### config.mk
export PLATFORM = sky130hd
export DESIGN_NAME = floo_tcdm_mem_responder
export DESIGN_NICKNAME = d
export VERILOG_FILES = /design/src/rtl/floo_tcdm_pkg.sv /design/src/rtl/floo_tcdm_mem_fifo.sv /design/src/rtl/floo_tcdm_mem_pipe.sv /design/src/rtl/floo_tcdm_mem_responder.sv
export SDC_FILE = /design/constraint.sdc
export NUM_CORES = 1
export LEC_CHECK = 0
export ABC_AREA = 1
export CAP_MARGIN = 20
export CORE_ASPECT_RATIO = 0.7
export CORE_MARGIN = 2
export CORE_UTILIZATION = 49
export CTS_CLUSTER_DIAMETER = 50
export DETAILED_ROUTE_END_ITERATION = 6
export GPL_TIMING_DRIVEN = 1
export PLACE_DENSITY_LB_ADDON = 0.05
export REMOVE_ABC_BUFFERS = 1
export SYNTH_ARGS = -nofsm -noshare
export SYNTH_HDL_FRONTEND = slang
export SYNTH_HIERARCHICAL = 1
export SYNTH_SLANG_ARGS = --single-unit
### constraint.sdc
create_clock -name clk_i -period 4.76 [get_ports clk_i]
set_input_delay 0.952 -clock clk_i [delete_from_list [all_inputs] [get_ports clk_i]]
set_output_delay 0.952 -clock clk_i [all_outputs]
set_load 0.01 [all_outputs]
### src/rtl/floo_tcdm_pkg.sv
// rtl/floo_tcdm_pkg.sv - TCDM request/response types and address helpers

`define FLOO_TCDM_TYPEDEF_REQ_T(req_t, aw, dw, iw) \
    typedef struct packed { \
        logic [(aw)-1:0]     tgt_addr; \
        logic [(iw)-1:0]     src_id; \
        logic                wen; \
        logic [(dw)/8-1:0]   be; \
        logic [(dw)-1:0]     data; \
    } req_t;

`define FLOO_TCDM_TYPEDEF_RSP_T(rsp_t, dw, iw) \
    typedef struct packed { \
        logic [(iw)-1:0]     src_id; \
        logic [(dw)-1:0]     data; \
        logic                err; \
    } rsp_t;

package floo_tcdm_pkg;

    localparam int unsigned AddrWidth = 32;
    localparam int unsigned DataWidth = 64;
    localparam int unsigned IdWidth   = 4;

    `FLOO_TCDM_TYPEDEF_REQ_T(tcdm_req_t, AddrWidth, DataWidth, IdWidth)
    `FLOO_TCDM_TYPEDEF_RSP_T(tcdm_rsp_t, DataWidth, IdWidth)

    // Number of byte-offset bits below the SRAM word index.
    function automatic int unsigned byte_off(input int unsigned data_width);
        return $clog2(data_width / 8);
    endfunction

endpackage

### src/rtl/floo_tcdm_mem_fifo.sv
// rtl/floo_tcdm_mem_fifo.sv - registered-output (non fall-through) response FIFO

module floo_tcdm_mem_fifo #(
    parameter int unsigned Depth = 4,
    parameter int unsigned Width = 8
) (
    input  logic             clk_i,
    input  logic             rst_i,
    input  logic             push_i,
    input  logic [Width-1:0] data_i,
    input  logic             pop_i,
    output logic [Width-1:0] data_o,
    output logic             empty_o
);

    localparam int unsigned PtrWidth = (Depth > 1) ? $clog2(Depth) : 1;
    localparam int unsigned CntWidth = $clog2(Depth + 1);

    logic [Width-1:0]    mem_q [Depth];
    logic [PtrWidth-1:0] wptr_q, rptr_q;
    logic [CntWidth-1:0] count_q;
    logic                full, do_push, do_pop;

    assign empty_o = (count_q == '0);
    assign full    = (count_q == CntWidth'(Depth));
    assign do_push = push_i && !full;
    assign do_pop  = pop_i && !empty_o;
    assign data_o  = mem_q[rptr_q];

    always_ff @(posedge clk_i) begin
        if (rst_i) begin
            wptr_q  <= '0;
            rptr_q  <= '0;
            count_q <= '0;
        end else begin
            if (do_push) begin
                wptr_q <= (wptr_q == PtrWidth'(Depth - 1)) ? '0 : wptr_q + PtrWidth'(1);
            end
            if (do_pop) begin
                rptr_q <= (rptr_q == PtrWidth'(Depth - 1)) ? '0 : rptr_q + PtrWidth'(1);
            end
            case ({do_push, do_pop})
                2'b10:   count_q <= count_q + CntWidth'(1);
                2'b01:   count_q <= count_q - CntWidth'(1);
                default: count_q <= count_q;
            endcase
        end
    end

    always_ff @(posedge clk_i) begin
        if (do_push) begin
            mem_q[wptr_q] <= data_i;
        end
    end

endmodule

### src/rtl/floo_tcdm_mem_pipe.sv
// rtl/floo_tcdm_mem_pipe.sv - fixed-latency valid/tag shift register tracking SRAM reads

module floo_tcdm_mem_pipe #(
    parameter int unsigned Latency = 1,
    parameter int unsigned Width   = 8
) (
    input  logic             clk_i,
    input  logic             rst_i,
    input  logic             valid_i,
    input  logic [Width-1:0] tag_i,
    output logic             valid_o,
    output logic [Width-1:0] tag_o
);

    logic [Latency-1:0] valid_q;
    logic [Width-1:0]   tag_q [Latency];

    always_ff @(posedge clk_i) begin
        if (rst_i) begin
            valid_q <= '0;
        end else begin
            valid_q[0] <= valid_i;
            for (int i = 1; i < int'(Latency); i++) begin
                valid_q[i] <= valid_q[i-1];
            end
        end
    end

    always_ff @(posedge clk_i) begin
        tag_q[0] <= tag_i;
        for (int i = 1; i < int'(Latency); i++) begin
            tag_q[i] <= tag_q[i-1];
        end
    end

    assign valid_o = valid_q[Latency-1];
    assign tag_o   = tag_q[Latency-1];

endmodule

### src/rtl/floo_tcdm_mem_responder.sv
// rtl/floo_tcdm_mem_responder.sv - TCDM endpoint driving one SRAM bank, credit-buffered responses
// Optional out-of-range error responses: FLOO_TCDM_MEM_RANGE_CHECK_EN.

module floo_tcdm_mem_responder
    import floo_tcdm_pkg::*;
#(
    parameter int unsigned AddrWidth    = 32,
    parameter int unsigned DataWidth    = 64,
    parameter int unsigned IdWidth      = 4,
    parameter int unsigned MemAddrWidth = 10,
    parameter int unsigned MemLatency   = 1,
    parameter int unsigned RspFifoDepth = 4,
    parameter type tcdm_req_t = floo_tcdm_pkg::tcdm_req_t,
    parameter type tcdm_rsp_t = floo_tcdm_pkg::tcdm_rsp_t
) (
    input  logic                     clk_i,
    input  logic                     rst_i,
    input  tcdm_req_t                tcdm_req_i,
    input  logic                     tcdm_req_valid_i,
    output logic                     tcdm_req_ready_o,
    output tcdm_rsp_t                tcdm_rsp_o,
    output logic                     tcdm_rsp_valid_o,
    input  logic                     tcdm_rsp_ready_i,
    output logic                     mem_req_o,
    output logic                     mem_we_o,
    output logic [MemAddrWidth-1:0]  mem_addr_o,
    output logic [DataWidth/8-1:0]   mem_be_o,
    output logic [DataWidth-1:0]     mem_wdata_o,
    input  logic [DataWidth-1:0]     mem_rdata_i
);

    localparam int unsigned ByteOff  = byte_off(DataWidth);
    localparam int unsigned TagWidth = IdWidth + 2;
    localparam int unsigned CntWidth = $clog2(RspFifoDepth + 1);
    localparam int unsigned RspWidth = $bits(tcdm_rsp_t);

    if (MemLatency < 1) begin : gen_latency_check
        $error("MemLatency must be at least 1");
    end
    if (RspFifoDepth < MemLatency + 1) begin : gen_depth_check
        $error("RspFifoDepth must be at least MemLatency+1");
    end

    logic                 accept, pop, addr_err, pipe_valid, fifo_empty;
    logic [TagWidth-1:0]  tag_in, tag_out;
    logic [CntWidth-1:0]  credits_q;
    tcdm_rsp_t            rsp_in, rsp_out;
    logic                 unused_addr;

    // Credits are free FIFO slots minus accesses still in the SRAM pipe.
    assign tcdm_req_ready_o = (credits_q != '0);
    assign accept           = tcdm_req_valid_i && tcdm_req_ready_o;
    assign tcdm_rsp_valid_o = !fifo_empty;
    assign pop              = tcdm_rsp_valid_o && tcdm_rsp_ready_i;
    assign tcdm_rsp_o       = rsp_out;
    assign unused_addr      = ^tcdm_req_i.tgt_addr;

`ifdef FLOO_TCDM_MEM_RANGE_CHECK_EN
    assign addr_err = ((tcdm_req_i.tgt_addr >> (ByteOff + MemAddrWidth)) != '0);
`else
    assign addr_err = 1'b0;
`endif

    assign mem_req_o   = accept && !addr_err;
    assign mem_we_o    = tcdm_req_i.wen;
    assign mem_addr_o  = tcdm_req_i.tgt_addr[ByteOff +: MemAddrWidth];
    assign mem_be_o    = tcdm_req_i.be;
    assign mem_wdata_o = tcdm_req_i.data;
    assign tag_in      = {tcdm_req_i.src_id, tcdm_req_i.wen, addr_err};

    floo_tcdm_mem_pipe #(
        .Latency (MemLatency),
        .Width   (TagWidth)
    ) i_pipe (
        .clk_i   (clk_i),
        .rst_i   (rst_i),
        .valid_i (accept),
        .tag_i   (tag_in),
        .valid_o (pipe_valid),
        .tag_o   (tag_out)
    );

    always_comb begin
        rsp_in        = '0;
        rsp_in.src_id = tag_out[TagWidth-1:2];
        rsp_in.err    = tag_out[0];
        rsp_in.data   = (tag_out[1] || tag_out[0]) ? '0 : mem_rdata_i;
    end

    floo_tcdm_mem_fifo #(
        .Depth   (RspFifoDepth),
        .Width   (RspWidth)
    ) i_fifo (
        .clk_i   (clk_i),
        .rst_i   (rst_i),
        .push_i  (pipe_valid),
        .data_i  (rsp_in),
        .pop_i   (pop),
        .data_o  (rsp_out),
        .empty_o (fifo_empty)
    );

    always_ff @(posedge clk_i) begin
        if (rst_i) begin
            credits_q <= CntWidth'(RspFifoDepth);
        end else begin
            case ({accept, pop})
                2'b10:   credits_q <= credits_q - CntWidth'(1);
                2'b01:   credits_q <= credits_q + CntWidth'(1);
                default: credits_q <= credits_q;
            endcase
        end
    end

endmodule

==> results.py <==
metrics = {
    "floorplanning": {
        "rows": 49,
        "coreArea_um2": 25630,
        "fp.dieH_um": 139.1,
        "ioPinCount": 332,
        "die_area_um2": 27400,
        "die_x_um": 197.0,
        "initial_core_util": 0.4985,
    },
    "grt": {
        "antenna_found_initial": 0,
        "grt_pass1_vias": 6900,
        "overflow": 0,
        "track_usage": 0.2402,
        "grt_max_degree": 63,
        "grt_pass1_wl_um": 47400,
    },
    "power_and_ir_drop": {
        "comb_power_share": 0.209,
        "finalPower_mw": 6.548,
        "p_leak_nw": 5.176,
        "p_clk_frac": 0.323,
        "ir_worst_vdd_v": 0.0002519,
        "p_switching_mw": 1.743,
        "power_density_nw_per_um2": 446.8,
        "switching_share": 0.2662,
        "pwr-share-seq": 0.469,
        "intPower_mw": 4.805,
    },
    "worst_setup_path": {
        "crit_type": "register to output pin",
        "path_depth": 5,
        "rrSetupSlack_ns": 2.24,
        "cp_max_fo": 62,
        "path_delay_family": "buffers and inverters",
        "worst_setup_path_start_kind": "register",
        "worstRegToRegCells": 5,
        "r2r-end": "i_fifo/mem_q[0][33]",
        "cp_slowest_stage_delay_ns": 0.60,
        "crit_path_end_kind": "output pin",
        "cp_slowest_cell": "clkdlybuf4s50_1",
        "worstPathArrival_ns": 3.04,
        "crit_chain": "inv_4, buf_4, nor2_1, o22ai_1, clkdlybuf4s50_1",
        "critPathCapture": "tcdm_rsp_o[3]",
        "worst-path-buf-inv": 3,
        "r2r_start": "i_fifo/count_q[1]",
        "cp.required_ns": 3.81,
    },
    "finish": {
        "finish.utilization": 0.5718,
        "drive_gt1_frac": 0.1145,
        "fillCellCount": 2119,
        "final_cells": 1405,
        "num_antenna_cells": 0,
        "nNetsFinal": 1238,
        "syn_to_final_growth_pct": 14.71,
    },
    "clocking": {
        "clk_pin_slew_worst_paths_ns": 0.06,
        "clock_latency_ns": 0.55,
        "cts_max_path_buffers": 3,
        "cts_tree": "yes",
        "htreeDepth": 1,
        "postCtsSetupRepairBufs": 0,
        "root_buffer": "clkbuf_16",
        "numClockSinks": 295,
        "cts_inserted_buffers": 28,
        "cts_resized": 0,
        "hold_buffers": 0,
    },
    "status": {
        "outcome": "completed",
    },
    "sta": {
        "fin_crit_sh": 0.8390,
        "relSlewSlack": 0.2848,
        "worst_pin_slew_ns": 1.070,
        "skew_ns": 0.02715,
        "setup_viol": 0,
        "hold_viol_final": 0,
        "fin_tns_setup_ns": 0,
        "rsz0062_at_grt": "no",
        "layout_min_cycle_time_ns": 3.994,
        "drv_slew": 0,
        "fin_ws_ns": 0.7664,
        "fmaxAchievable_mhz": 250.4,
    },
    "detailed_routing": {
        "first_iter_violations": 558,
        "viasPerCell": 5.313,
        "drt_first_pass_iters": 5,
        "via_count": 7465,
        "drc": 0,
        "routed_wirelength_um": 33130,
        "antenna_left": 0,
        "wl_per_cell_um": 23.58,
    },
    "yosys": {
        "syn_inst": 995,
        "ys_seq_area_frac": 0.6786,
        "syn_area_per_cell_um2": 12.84,
        "ys.warnings.count": 6,
        "syn-cell-area_um2": 12770,
        "synth_cell_types": 27,
        "ys_ff_latch": 295,
    },
    "placed_design": {
        "gp_congestion": 0.7249,
        "dp_cells": 1353,
        "dp_hpwl_um": 20580,
        "place_ws_ns": 1.360,
        "port_buffers": 145,
    },
    "worst_hold_path": {
        "worstHoldPathType": "register to register",
    },
    "job": {
        "max_cap_viol_count": 0,
    },
}
==> final cells by class <==
cell class	count	area [µm²]	area share
clock inverters	12	116.4	0.007941
clock buffers	40	755.7	0.05157
well taps	331	414.1	0.02826
multi-input cells	473	2734	0.1866
inverters	93	351.6	0.02399
repair buffers	161	1609	0.1098
flip-flops and latches	295	8673	0.5919
==> metal layers <==
| layer | up-vias | part of all wire | track usage |
|---|---|---|---|
| li1 | 3496 | - | - |
| met1 | 3529 | 0.45 | 0.3442 |
| met2 | 381 | 0.38 | 0.2959 |
| met3 | 49 | 0.14 | 0.1493 |
| met4 | 10 | 0.015 | 0.04116 |
| met5 | - | 0.015 | 0.1376 |
==> registers in the layout, indices dropped and copies added (netlist names), named ones only <==
signal          cells
i_fifo/mem_q      276
i_pipe/tag_q        6
credits_q           3
i_fifo/count_q      3
i_fifo/rptr_q       2
i_fifo/wptr_q       2
i_pipe/valid_o      1
==> metrics by stage <==
step	area (µm²)	hold WS, ns
after floorplan	11720	0.4383
after global placement	13780	0.4728
after detailed placement	13780	0.4601
after global routing	14650	0.5125
final	14650	0.4781
after CTS	14650	0.4751
==> synth_stat cells (all sizes together) <==
cell    instances  area [µm²]
nand2          19       71.32
o22ai          69       431.7
ha              7       87.58
nor2          217        1267
clkbuf         17       67.56
nand3b          2       15.01
buf           117       985.9
nand3           4       20.02
conb            1       3.750
dfxtp          19       380.4
inv            93       351.6
a21oi           7       35.03
fa              2       40.04
edfxtp        276        8288
or2             1       6.260
nand4           2       12.51
o21ai         142       710.7
==> cell families (layout without fill, tap and decap cells) <==
kind of cell    count (synthesis)  after routing  synth area share
buf+inv                       227            306            0.1100
fa+ha+maj                       9              9          0.009990
other cells                     1              1         0.0002935
flops                         295            295            0.6786
compound gates                218            218           0.09216
simple gates                  245            245            0.1090
==> how the worst min path moves through the flow <==
| stage | from | to | cells past startpoint |
|---|---|---|---|
| finish | i_pipe/tag_q[0][3] | i_fifo/mem_q[0][66] | 0 |
| global route | i_pipe/tag_q[0][3] | i_fifo/mem_q[1][66] | 0 |
| CTS | i_pipe/tag_q[0][2] | i_fifo/mem_q[0][65] | 0 |
| detailed placement | i_pipe/tag_q[0][2] | i_fifo/mem_q[0][65] | 0 |
| global placement | credits_q[2] | credits_q[2] | 2 |
| floorplan | i_pipe/tag_q[0][2] | i_fifo/mem_q[0][65] | 0 |
==> cells in the final DEF, fill, tap and decap left out <==
cell type        instances
buf_4                   13
o22ai_1                 69
clkbuf_8                 1
nor2_4                  64
conb_1                   1
or2_4                    1
nand3_1                  4
inv_1                   91
fa_1                     2
dfxtp_2                  1
inv_4                    1
o21ai_0                 90
nand4_1                  2
edfxtp_1               276
ha_1                     7
inv_2                    1
clkbuf_1                11
nor2_1                 152
nand3b_1                 2
clkdlybuf4s50_1        145
clkinv_2                 5
dfxtp_4                  1
clkinv_8                 1
o21ai_1                 52
bufinv_16                2
nand2_1                 19
a21oi_1                  7
nor2_2                   1
clkbuf_16               28
clkinv_1                 4
dfxtp_1                 17
buf_12                   3
==> power by group through the flow <==
stage | clock [mW] | sequential (mW) | combinational [mW]
floorplan | 0 | 3.14 | 0.657
global placement | 0 | 3.12 | 1.38
detailed placement | 0 | 3.12 | 1.38
CTS | 2.16 | 3.07 | 1.38
global route | 2.26 | 3.08 | 1.50
finish | 2.11 | 3.07 | 1.37
==> worst reg2reg max path: cells and delay by family (launching register included) <==
family	cells	cell delay, ns
simple gates	4	1.43
buf+inv	1	0.35
flops	1	0.35
No activity file was read; power rests on OpenSTA's default activity.
